File: src/rtl/board_io_pkg.sv
// Shared defaults for the board IO front end: parameter defaults and the
// PWM duty word type for the default resolution.
package board_io_pkg;

   localparam int DefNumIn          = 8;
   localparam int DefDebounceCycles = 500000;
   localparam int DefNumPwm         = 12;
   localparam int DefPwmRes         = 8;

   // Duty word at the default PWM resolution.
   typedef logic [DefPwmRes-1:0] pwm_duty_t;

endpackage

File: src/rtl/board_io_frontend_if.sv
// Board-side IO bundle: raw inputs, conditioned levels/edges, interrupt
// control/status and PWM duty/outputs. The slave modport is the front end.
interface board_io_frontend_if
   import board_io_pkg::*;
#(
   parameter int NumIn  = DefNumIn,
   parameter int NumPwm = DefNumPwm,
   parameter int PwmRes = DefPwmRes
);

   logic [NumIn-1:0]         gp_raw_i;
   logic [NumIn-1:0]         gp_o;
   logic [NumIn-1:0]         gp_rise_o;
   logic [NumIn-1:0]         gp_fall_o;
   logic [NumIn-1:0]         irq_en_i;
   logic [NumIn-1:0]         irq_clear_i;
   logic [NumIn-1:0]         irq_pend_o;
   logic                     irq_o;
   logic [NumPwm*PwmRes-1:0] pwm_duty_i;
   logic [NumPwm-1:0]        pwm_o;

   modport slave (
      input  gp_raw_i, irq_en_i, irq_clear_i, pwm_duty_i,
      output gp_o, gp_rise_o, gp_fall_o, irq_pend_o, irq_o, pwm_o
   );

   modport master (
      output gp_raw_i, irq_en_i, irq_clear_i, pwm_duty_i,
      input  gp_o, gp_rise_o, gp_fall_o, irq_pend_o, irq_o, pwm_o
   );

endinterface

File: src/rtl/board_io_debounce.sv
// One input bit: two-flop synchroniser, hold-time debounce counter and
// registered rise/fall pulses aligned with the first cycle of the new level.
module board_io_debounce
   import board_io_pkg::*;
#(
   parameter int DebounceCycles = DefDebounceCycles
) (
   input  logic clk_i,
   input  logic rst_ni,
   input  logic raw_i,
   output logic level_o,
   output logic rise_o,
   output logic fall_o
);

   localparam int              CntW   = $clog2(DebounceCycles + 1);
   localparam logic [CntW-1:0] CntMax = CntW'(DebounceCycles - 1);

   logic            s1_q, s2_q;
   logic            stable_q, stable_d;
   logic [CntW-1:0] cnt_q, cnt_d;
   logic            rise_q, rise_d;
   logic            fall_q, fall_d;

   // Synchroniser chain for the asynchronous pin.
   always_ff @(posedge clk_i or negedge rst_ni) begin
      if (!rst_ni) begin
         s1_q <= 1'b0;
         s2_q <= 1'b0;
      end else begin
         s1_q <= raw_i;
         s2_q <= s1_q;
      end
   end

   // Count consecutive cycles the synced level differs from the accepted one;
   // any return to the accepted level restarts the count.
   always_comb begin
      stable_d = stable_q;
      cnt_d    = '0;
      rise_d   = 1'b0;
      fall_d   = 1'b0;
      if (s2_q != stable_q) begin
         if (cnt_q == CntMax) begin
            stable_d = s2_q;
            rise_d   = s2_q;
            fall_d   = ~s2_q;
         end else begin
            cnt_d = cnt_q + CntW'(1);
         end
      end
   end

   // Debounce state and edge pulse registers.
   always_ff @(posedge clk_i or negedge rst_ni) begin
      if (!rst_ni) begin
         stable_q <= 1'b0;
         cnt_q    <= '0;
         rise_q   <= 1'b0;
         fall_q   <= 1'b0;
      end else begin
         stable_q <= stable_d;
         cnt_q    <= cnt_d;
         rise_q   <= rise_d;
         fall_q   <= fall_d;
      end
   end

   assign level_o = stable_q;
   assign rise_o  = rise_q;
   assign fall_o  = fall_q;

endmodule

File: src/rtl/board_io_frontend.sv
// Board IO front end: per-bit debounced inputs with edge interrupts and
// sticky pending, plus phase-aligned multi-channel PWM with duty shadowing.
module board_io_frontend
   import board_io_pkg::*;
#(
   parameter int NumIn          = DefNumIn,
   parameter int DebounceCycles = DefDebounceCycles,
   parameter int NumPwm         = DefNumPwm,
   parameter int PwmRes         = DefPwmRes
) (
   input  logic                clk_sys_i,
   input  logic                rst_sys_ni,
   board_io_frontend_if.slave  io
);

   logic [NumIn-1:0]  level;
   logic [NumIn-1:0]  rise;
   logic [NumIn-1:0]  fall;
   logic [NumIn-1:0]  pend_q, pend_d;
   logic [PwmRes-1:0] cnt_q, cnt_d;
   logic              cnt_wrap;

   genvar gi;

   generate
      for (gi = 0; gi < NumIn; gi++) begin : g_in
         board_io_debounce #(
            .DebounceCycles(DebounceCycles)
         ) u_debounce (
            .clk_i   (clk_sys_i),
            .rst_ni  (rst_sys_ni),
            .raw_i   (io.gp_raw_i[gi]),
            .level_o (level[gi]),
            .rise_o  (rise[gi]),
            .fall_o  (fall[gi])
         );
      end
   endgenerate

   // Pending bits: an enabled edge sets, write-1 clears, set wins on a tie.
   always_comb begin
      pend_d = (pend_q & ~io.irq_clear_i) | ((rise | fall) & io.irq_en_i);
   end

   // Sticky pending register.
   always_ff @(posedge clk_sys_i or negedge rst_sys_ni) begin
      if (!rst_sys_ni) begin
         pend_q <= '0;
      end else begin
         pend_q <= pend_d;
      end
   end

   assign io.gp_o       = level;
   assign io.gp_rise_o  = rise;
   assign io.gp_fall_o  = fall;
   assign io.irq_pend_o = pend_q;
   assign io.irq_o      = |pend_q;

   // Shared free-running PWM counter; the last count is the duty reload point.
   always_comb begin
      cnt_d    = cnt_q + PwmRes'(1);
      cnt_wrap = (cnt_q == {PwmRes{1'b1}});
   end

   // PWM counter register.
   always_ff @(posedge clk_sys_i or negedge rst_sys_ni) begin
      if (!rst_sys_ni) begin
         cnt_q <= '0;
      end else begin
         cnt_q <= cnt_d;
      end
   end

   generate
      for (gi = 0; gi < NumPwm; gi++) begin : g_pwm
         logic [PwmRes-1:0] duty_q, duty_d;
         logic              pwm_q;

         // Shadow the duty input only at the wrap so a period is never cut short.
         always_comb begin
            duty_d = cnt_wrap ? io.pwm_duty_i[gi*PwmRes +: PwmRes] : duty_q;
         end

         // Duty shadow and registered compare output.
         always_ff @(posedge clk_sys_i or negedge rst_sys_ni) begin
            if (!rst_sys_ni) begin
               duty_q <= '0;
               pwm_q  <= 1'b0;
            end else begin
               duty_q <= duty_d;
               pwm_q  <= (cnt_q < duty_q);
            end
         end

         assign io.pwm_o[gi] = pwm_q;
      end
   endgenerate

endmodule
File: src/flat_wrapper.sv
// flat-port wrapper written by rule: the top's interface ports become plain ports
module board_io_frontend_flat import board_io_pkg::*;
#(
   parameter int NumIn          = DefNumIn,
   parameter int DebounceCycles = DefDebounceCycles,
   parameter int NumPwm         = DefNumPwm,
   parameter int PwmRes         = DefPwmRes
)
  (clk_sys_i, rst_sys_ni, io_gp_raw_i, io_irq_en_i, io_irq_clear_i, io_pwm_duty_i, io_gp_o, io_gp_rise_o, io_gp_fall_o, io_irq_pend_o, io_irq_o, io_pwm_o);
  board_io_frontend_if #(.NumIn(NumIn), .NumPwm(NumPwm), .PwmRes(PwmRes)) io_i ();
  input  logic clk_sys_i;
  input  logic rst_sys_ni;
  input wire logic [$bits(io_i.gp_raw_i)-1:0] io_gp_raw_i;
  input wire logic [$bits(io_i.irq_en_i)-1:0] io_irq_en_i;
  input wire logic [$bits(io_i.irq_clear_i)-1:0] io_irq_clear_i;
  input wire logic [$bits(io_i.pwm_duty_i)-1:0] io_pwm_duty_i;
  output wire logic [$bits(io_i.gp_o)-1:0] io_gp_o;
  output wire logic [$bits(io_i.gp_rise_o)-1:0] io_gp_rise_o;
  output wire logic [$bits(io_i.gp_fall_o)-1:0] io_gp_fall_o;
  output wire logic [$bits(io_i.irq_pend_o)-1:0] io_irq_pend_o;
  output wire logic [$bits(io_i.irq_o)-1:0] io_irq_o;
  output wire logic [$bits(io_i.pwm_o)-1:0] io_pwm_o;
  assign io_i.gp_raw_i = io_gp_raw_i;
  assign io_i.irq_en_i = io_irq_en_i;
  assign io_i.irq_clear_i = io_irq_clear_i;
  assign io_i.pwm_duty_i = io_pwm_duty_i;
  assign io_gp_o = io_i.gp_o;
  assign io_gp_rise_o = io_i.gp_rise_o;
  assign io_gp_fall_o = io_i.gp_fall_o;
  assign io_irq_pend_o = io_i.irq_pend_o;
  assign io_irq_o = io_i.irq_o;
  assign io_pwm_o = io_i.pwm_o;
  board_io_frontend #(.NumIn(NumIn), .DebounceCycles(DebounceCycles), .NumPwm(NumPwm), .PwmRes(PwmRes)) u_core (.clk_sys_i(clk_sys_i), .rst_sys_ni(rst_sys_ni), .io(io_i));
endmodule
File: config.mk
export PLATFORM = sky130hd
export DESIGN_NAME = board_io_frontend_flat
export DESIGN_NICKNAME = d
export VERILOG_FILES = /design/src/rtl/board_io_pkg.sv /design/src/rtl/board_io_frontend_if.sv /design/src/rtl/board_io_debounce.sv /design/src/rtl/board_io_frontend.sv /design/src/flat_wrapper.sv
export SDC_FILE = /design/constraint.sdc
export NUM_CORES = 1
export LEC_CHECK = 0
export CAP_MARGIN = 40
export CORE_MARGIN = 1.5
export CORE_UTILIZATION = 25
export DETAILED_ROUTE_END_ITERATION = 6
export PLACE_DENSITY = 0.43
export SYNTH_ARGS = -nofsm -noshare
export SYNTH_HDL_FRONTEND = slang
export SYNTH_SLANG_ARGS = --single-unit
export TNS_END_PERCENT = 100
File: constraint.sdc
create_clock -name clk_sys_i -period 2.4 [get_ports clk_sys_i]
set_input_delay 0.48 -clock clk_sys_i [delete_from_list [all_inputs] [get_ports clk_sys_i]]
set_output_delay 0.48 -clock clk_sys_i [all_outputs]
set_load 0.01 [all_outputs]
Yosys cells after proc, flatten, opt, wreduce, memory -nomap -nowiden --
Index checks and enable logic that the tools add are counted.
Word-level totals: input port bits 122, memories 0, output and inout port bits 45, bits in read-only memories 0, word-level logic and storage cells 182, latch bits 0, memory bits (writable) 0, register bits 316
Cells by class: divide/modulo/power cells 0, multipliers 0, mux-type cells 48, add/subtract/negate cells 9, bitwise operators 13, shifts and indexed selects 0, reduce and logical (&&, ||, !) cells 9, equality and inequality tests 17, order comparisons 12
Operators with widths (number):
- $mux 19 | 16
- $add 19x1->19 const B | 8
- $eq 19x19->1 const B | 8
- $lt 8x8->1 | 12
- $mux 1 | 32
- $and 8x8->8 | 2
- $or 8x8->8 | 2
- $reduce_and 2->1 | 8
- $add 8x1->8 const B | 1
- $eq 8x8->1 const B | 1
- $ne 1x1->1 | 8
- $not 1->1 | 8
- $not 8->8 | 1
- $reduce_or 8->1 | 1

Depth between registers and ports, before layout --
Gate-level depths: netlist of run 1.
word-level depth 3, mapped depth 8, depth with buffers taken out 6

Modules after synthesis --
A second synthesis of run 1 with hierarchy kept.
Second synthesis, totals: cell total of the unflattened synthesis 1488, area, all modules 15907.8 um^2
By module, submodules not included:
- board_io_debounce | times used 8, cells each 112, area each 1151.1 um^2
- board_io_frontend | times used 1, cells each 592, area each 6698.9 um^2

Worst setup path after synthesis of run 1 --
No wires, ideal clock.
path type reg-to-reg, from register u_core.cnt_q[1], to register u_core.g_pwm[0].duty_q[0], setup time 125 ps, data required time 2275 ps, buffers on the path 3, slack 138 ps, stages on the path, launching flop included 9, arrival 2137 ps, cells stage by stage dfrtp_1 > ha_1 > nand3_1 > nor2_1 > and3_1 > clkbuf_1 > buf_2 > buf_2 > mux2_2
Between the ends: longest elaborated chain between the ends 1
RTL lines:
- start: declaration | RTL line board_io_frontend.sv:20 | logic [PwmRes-1:0] cnt_q, cnt_d;
- start signal: assignment | RTL line board_io_frontend.sv:71 | cnt_q <= cnt_d;
- $eq 8x8->1 | RTL line board_io_frontend.sv:63 | cnt_wrap = (cnt_q == {PwmRes{1'b1}});
- end signal: assignment | RTL line board_io_frontend.sv:91 | duty_q <= duty_d;
- end: declaration | RTL line board_io_frontend.sv:77 | logic [PwmRes-1:0] duty_q, duty_d;
No other way between the ends. A chain may end at the register's enable or synchronous reset.

Worst setup path in the final report of run 1 --
from register u_core.g_in[4].u_debounce.cnt_q[11], to register u_core.g_in[4].u_debounce.stable_q
Between the ends: longest elaborated chain between the ends 2
RTL lines:
- start: declaration | RTL line board_io_debounce.sv:21 | logic [CntW-1:0] cnt_q, cnt_d;
- start signal: assignment | RTL line board_io_debounce.sv:63 | cnt_q <= cnt_d;
- $eq 19x19->1 | RTL line board_io_debounce.sv:44 | if (cnt_q == CntMax) begin
- $reduce_and 2->1 (no line)
- end signal: assignment | RTL line board_io_debounce.sv:62 | stable_q <= stable_d;
- end: declaration | RTL line board_io_debounce.sv:20 | logic stable_q, stable_d;
No other way between the ends.

==> results of run 1 <==
==> Yosys cell counts (all sizes together) <==
| master | instances |
|---|---|
| o211ai | 1 |
| a31oi | 12 |
| or3 | 12 |
| o31ai | 13 |
| a21o | 25 |
| nor4bb | 6 |
| nor3 | 30 |
| mux2i | 4 |
| nand3 | 63 |
| mux2 | 104 |
| nand3b | 1 |
| nand4 | 43 |
| a21oi | 33 |
| clkbuf | 17 |
| o41ai | 1 |
| nor4 | 44 |
| xnor2 | 90 |
| nor3b | 18 |
| or4 | 16 |
| or4b | 2 |
| buf | 50 |
| xor2 | 35 |
| a221oi | 12 |
| and4 | 7 |
| dfrtp | 316 |
| ha | 93 |
| nor4b | 1 |
| nand2 | 61 |
| nand4bb | 2 |
| o21ai | 42 |
| nor2 | 138 |
| or2 | 14 |
| o221ai | 3 |
| nand2b | 14 |
| and2 | 3 |
| and3 | 27 |
| inv | 117 |
==> power by group through the flow <==
| stage | clock (W) | combinational [W] | sequential [W] |
|---|---|---|---|
| 6_report | 0.00570 | 0.000471 | 0.00543 |
| 5_1_grt | 0.00621 | 0.000532 | 0.00543 |
| 4_1_cts | 0.00602 | 0.000492 | 0.00542 |
| 3_5_place_dp | 0 | 0.000486 | 0.00552 |
| 3_3_place_gp | 0 | 0.000489 | 0.00552 |
| 2_1_floorplan | 0 | 0.0000914 | 0.00551 |
==> what timing repair did <==
item                                    CTS  global route
resized for setup                         0             1
endpoints found under the setup margin    0             1
hold buffers                              1             0
hold endpoints to repair                 42             0
==> kinds of logic after synthesis <==
| family | synth area share [%] |
|---|---|
| multiplexers | 7.69 |
| AO/OA/AOI/OAI | 5.73 |
| AND/OR/NAND/NOR | 16.9 |
| buffers and inverters | 5.37 |
| XOR/XNOR | 6.93 |
| adder cells (fa/ha/maj) | 7.36 |
| flip-flops | 50.0 |
==> final cells by class <==
cell class | count | area (sq um)
clock inverter | 16 | 115
clock buffer | 55 | 1130
antenna | 1 | 2.50
tap | 837 | 1050
timing repair buffer | 206 | 2070
sequential | 316 | 7910
multi-input combinational | 970 | 7060
inverter | 117 | 439
fill | 6311 | 42300
==> flip-flops by register name, indices dropped and copies added, names as in the netlist <==
name and count:
u_core.g_in.u_debounce.s2_q 8, u_core.g_pwm.duty_q 96, u_core.g_in.u_debounce.fall_o 8, u_core.cnt_q 8
u_core.io.irq_pend_o 8, u_core.g_pwm.pwm_q 12, u_core.g_in.u_debounce.rise_o 8, u_core.g_in.u_debounce.s1_q 8
u_core.g_in.u_debounce.cnt_q 152, u_core.g_in.u_debounce.level_o 8
==> metrics by stage <==
step / area [sq um] / hold slack (ns) / util, % / std cells / total power (W)
after floorplan: 15800 / 0.184 / - / 1470 / 0.00560
after global placement: 18500 / 0.335 / 29.8 / 2444 / 0.00601
after detailed placement: 18500 / 0.335 / 29.8 / 2445 / 0.00601
after CTS: 19800 / 0.306 / 31.8 / 2517 / 0.0119
after global routing: 19800 / 0.321 / 31.8 / 2517 / 0.0122
final: 19800 / 0.346 / 31.9 / 2518 / 0.0116
==> per-layer routing <==
layer / global-route usage (%) / up-vias
met4: 3.33 / 8
met2: 19.2 / 202
met1: 16.1 / 5339
li1: - / 5479
met5: 0 / -
met3: 3.30 / 49
==> worst max-delay path: cells and delay by family, from the launching register on <==
| kind | cells | cell delay [ns] |
|---|---|---|
| and+or+nand+nor | 3 | 1.25 |
| DFF | 1 | 0.43 |
| muxes | 1 | 0.29 |
==> worst paths after layout <==
| path | to | slack (ns) |
|---|---|---|
| max | u_core.g_in[4].u_debounce.level_o$_DFFE_PN0P_ | 0.32 |
| min | u_core.g_in[3].u_debounce.s2_q$_DFF_PN0_ | 0.35 |
| max reg2reg | u_core.g_in[4].u_debounce.level_o$_DFFE_PN0P_ | 0.32 |
| min reg2reg | u_core.g_in[3].u_debounce.s2_q$_DFF_PN0_ | 0.35 |
| max in group asynchronous | u_core.g_in[7].u_debounce.level_o$_DFFE_PN0P_ | 1.25 |
| min in group asynchronous | u_core.g_in[2].u_debounce.rise_o$_DFF_PN0_ | 0.47 |
==> flow_summary.yaml, run 1 <==
setup_path:
  crit_fanout: 6
  ff2ff_path_depth: 4
  slowest_delay_ns: 0.54
  slowest_stage: "or4_1"
  crit_required_ns: 2.86
  start_kind: "register"
  cp-startpoint: "u_core.g_in[4].u_debounce.cnt_q[11]$_DFF_PN0_"
  r2r_start: "u_core.g_in[4].u_debounce.cnt_q[11]$_DFF_PN0_"
  end_kind: "register"
  crit_chain: "or4_1, or4_4, or2_4, mux2_4"
  crit_arrival_ns: 2.54
  worstSetupPathType: "register to register"
yosys:
  synthCells: 1470
  syn_avg_cell_area_sq_um: 10.8
  yosysTopAreaCell: "dfrtp_1"
  synth_area_sq_mm: 0.0158
  yosysSeqAreaShare_pct: 50.0
  synth_area_leaders: "dfrtp_1 50%, ha_1 7.4%, mux2_2 7.3%, xnor2_1 5.0%, nor2_1 3.3%"
  ys_ff_latch: 316
  netlist.area_leader.share_pct: 50.0
  synth_cell_types: 48
  yosysWarnings: 0
  synthesis.nets: 1685
sta:
  fin_crit_ns: 2.08
  fin_ws_ns: 0.322
  final_hold_viol_count: 0
  period_share_pct: 86.6
  drv_slew: 0
  finalSetupTns_ns: 0
  skew_ns: 0.0230
  worstMarginPinSlew_ns: 0.612
  rsz0062_at_grt: "false"
  fmax_mhz: 481
  setup_viol: 0
  relSlewSlack_pct: 58.8
route:
  wl_met1_um: 18000
  avgViaCountPerCell: 4.40
  drtAntennaViolNets: 0
  routed-wl-met3_um: 2360
  firstDrtPassIters: 5
  first_iter_violations: 381
  routed_wl_um: 38000
  drcViolationCount: 0
  wl_per_cell_um: 15.1
  vias: 11077
  routed.top_layer: "met5"
  wl_met2_um: 16900
floorplan:
  die_x_um: 254
  ios: 167
  core-area_sq_mm: 0.0621
  num_rows: 91
  dieArea_sq_mm: 0.0647
  chipHeight_um: 254
  initial_core_util_pct: 25.5
global_route:
  grt_max_degree: 54
  overflow: 0
  grt_antenna_before_repair: 5
  grtUsageTotal_pct: 12.1
  grt_pass1_wl_um: 62500
  grt_pass1_vias: 11553
clock_tree:
  cts_setup_buffers: 0
  htreeDepth: 2
  cts_root_buf: "clkbuf_16"
  cts_buffers: 40
  clk_latency_ns: 0.57
  numClockSinks: 316
  path_clk_slew_ns: 0.06
  clk_path_buf_depth: 3
  cts_tree: "yes"
pwr:
  pwr-share-seq_pct: 46.8
  p_comb_share_pct: 4.1
  power_switching_w: 0.00268
  p_clk_share_pct: 49.2
  irDropWorstVdd_v: 0.000425
  leakage_nw: 8.30
  swShare_pct: 23.1
  p_int_w: 0.00893
  power.density_mw_per_mm2: 587
placement:
  gp_congestion: 0.739
  port_buffers: 166
  hpwlAfterDp_um: 26200
  dpl_worst_slack_ns: 0.318
finish:
  area_delta_synth_final_pct: 25.0
  final_common_cell: "dfrtp_1"
  most-common-layout-cells: "316 x dfrtp_1, 164 x clkdlybuf4s50_1, 138 x nor2_1"
  layout-drive-gt1-share_pct: 14.0
  fin_nets: 1866
hold_path:
  min-delay-start: "u_core.g_in[3].u_debounce.s1_q$_DFF_PN0_"
  holdPathStages: 0
  min_path_type: "register to register"
run:
  maxCapViolations: 0
outcome:
  status: "finished, final reports clean"
No activity file was read; power rests on OpenSTA's default activity.
==> inputs of run 2 (changes only) <==
--- a/config.mk
+++ b/config.mk
@@ -8,7 +8,9 @@
 export CAP_MARGIN = 40
 export CORE_MARGIN = 1.5
 export CORE_UTILIZATION = 25
+export CTS_BUF_LIST = sky130_fd_sc_hd__clkbuf_4
 export DETAILED_ROUTE_END_ITERATION = 6
+export GPL_TIMING_DRIVEN = 0
 export PLACE_DENSITY = 0.43
 export SYNTH_ARGS = -nofsm -noshare
 export SYNTH_HDL_FRONTEND = slang
==> flow_summary.yaml, run 2 (synthesized netlist as in run 1, its figures left out) <==
outcome:
  status: "finished, final reports clean"
global_route:
  grt_max_degree: 100
  grt_pass1_vias: 12259
  grt_util_met2_pct: 19.8
  overflow: 0
  gr-usage-met1_pct: 16.5
  grtUsageTotal_pct: 12.6
  grt_antenna_before_repair: 3
  busiest_layer: "met2"
  grt_pass1_wl_um: 64600
  gr-usage-met3_pct: 3.91
placement:
  hpwlAfterDp_um: 27300
  gp_congestion: 0.748
  port_buffers: 166
  placed_cells: 2484
  placed_cell_area_sq_mm: 0.0188
sta:
  fmax_mhz: 438
  skew_ns: 0.0489
  period_share_pct: 95.2
  setup_viol: 0
  fin_crit_ns: 2.28
  final_hold_viol_count: 0
  relSlewSlack_pct: 53.7
  worstMarginPinSlew_ns: 0.695
  drv_slew: 0
route:
  drcViolationCount: 0
  vias: 11789
  avgViaCountPerCell: 4.41
  first_iter_violations: 444
  drtAntennaViolNets: 0
  wl_per_cell_um: 14.9
  routed_wl_um: 39800
  firstDrtPassIters: 4
finish:
  layout-drive-gt1-share_pct: 20.2
  final_common_cell: "dfrtp_1"
  fin_area_sq_mm: 0.0202
  reg.largest.list: "u_core.g_in.u_debounce.cnt_q: 152 flops, u_core.g_pwm.duty_q: 96 flops, u_core.g_pwm.pwm_q: 12 flops"
  fin_nets: 1979
  largest_register: "u_core.g_in.u_debounce.cnt_q"
  most-common-layout-cells: "310 x dfrtp_1, 143 x clkbuf_4, 138 x nor2_1"
  fin_cells: 2675
  largest_reg_flops: 152
  area_delta_synth_final_pct: 27.8
floorplan:
  chipHeight_um: 254
  num_rows: 91
  die_x_um: 254
  ios: 167
  core-area_sq_mm: 0.0621
  initial_core_util_pct: 25.5
  dieArea_sq_mm: 0.0647
clock_tree:
  cts_root_buf: "clkbuf_4"
  clk_latency_ns: 0.81
  htreeDepth: 3
  cts_tree: "yes"
  clk_path_buf_depth: 3
  cts_buffers: 95
  numClockSinks: 316
  path_clk_slew_ns: 0.06
pwr:
  power.density_mw_per_mm2: 553
  irDropWorstVdd_v: 0.000284
  leakage_nw: 8.94
setup_path:
  end_kind: "register"
  r2r_start: "u_core.cnt_q[4]$_DFF_PN0_"
  critPathBufInv: 3
  crit_required_ns: 3.07
  worstSetupPathType: "register to register"
  cp-startpoint: "u_core.cnt_q[4]$_DFF_PN0_"
  crit_arrival_ns: 2.96
  crit_fanout: 10
  slowest_delay_ns: 0.56
  crit_chain: "buf_8, nand2_1, nor2_1, and3_2, buf_4, buf_2, mux2_2"
  slowest_stage: "dfrtp_2"
  start_kind: "register"
  cp_top_family: "buffers and inverters"
run:
  maxCapViolations: 0
hold_path:
  min_path_type: "input port to async pin"
-- run 2: path summary, 6_finish.rpt --
kind,slack (ns),cells past startpoint,to
min in group clk_sys_i,0.22,2,u_core.io.irq_pend_o[6]$_DFF_PN0_
max in group asynchronous,1.23,3,u_core.g_in[1].u_debounce.level_o$_DFFE_PN0P_
worst min-delay path,0.20,2,u_core.g_pwm[10].duty_q[5]$_DFFE_PN0N_
worst max-delay path,0.12,7,u_core.g_pwm[7].duty_q[4]$_DFFE_PN0N_
worst min register to register,0.35,0,u_core.g_in[7].u_debounce.s2_q$_DFF_PN0_
worst max register to register,0.12,7,u_core.g_pwm[7].duty_q[4]$_DFFE_PN0N_
-- run 2: repair_timing --
| item | CTS | global route |
|---|---|---|
| resized for setup | 37 | 22 |
| endpoints found under the setup margin | 139 | 95 |
| hold buffers | 9 | 0 |
| pin swaps | 3 | 0 |
| endpoints found under the hold margin | 110 | 0 |
| setup buffers | 10 | 2 |
-- run 2: where the power goes --
group / switching (W) / internal (W) / total, W
sequential: 0.0000487 / 0.00537 / 0.00542
clock: 0.00248 / 0.00280 / 0.00528
combinational: 0.000218 / 0.000243 / 0.000461
total: 0.00275 / 0.00842 / 0.0112
-- run 2: worst reg2reg max path, cell delays in order, from the launching register on --
cell and delay, ns:
dfrtp_2 0.56, buf_8 0.20, nand2_1 0.06, nor2_1 0.14
and3_2 0.30, buf_4 0.22, buf_2 0.30, mux2_2 0.38
-- run 2: per-stage QoR --
step / hold WS, ns / setup slack (ns) / setup TNS, ns / power, W / util (%)
after floorplan: 0.184 / 0.138 / 0 / 0.00560 / -
after global placement: 0.331 / -14.19 / -4530.01 / 0.00597 / 29.8
after detailed placement: 0.336 / -0.508 / -27.41 / 0.00598 / 30.2
after CTS: 0.0735 / 0.0000759 / 0 / 0.0115 / 32.4
after global routing: 0.0831 / -0.0162 / -0.0695 / 0.0119 / 32.5
final: 0.196 / 0.115 / 0 / 0.0112 / 32.5
-- run 2: layout make-up --
cell class | instances | area [sq um]
clock inverter | 25 | 140
buffer | 66 | 419
antenna | 4 | 10.0
clock buffer | 142 | 1070
inverter | 117 | 439
multi-input combinational | 970 | 7090
fill | 6403 | 41900
sequential | 316 | 7920
timing repair buffer | 198 | 2070
tap | 837 | 1050
-- run 2: metal layers --
metal	vias to the layer above	part of all wire [%]
li1	5786	-
met4	0	2.6
met3	88	6.5
met1	5637	47
met5	-	0
met2	278	44
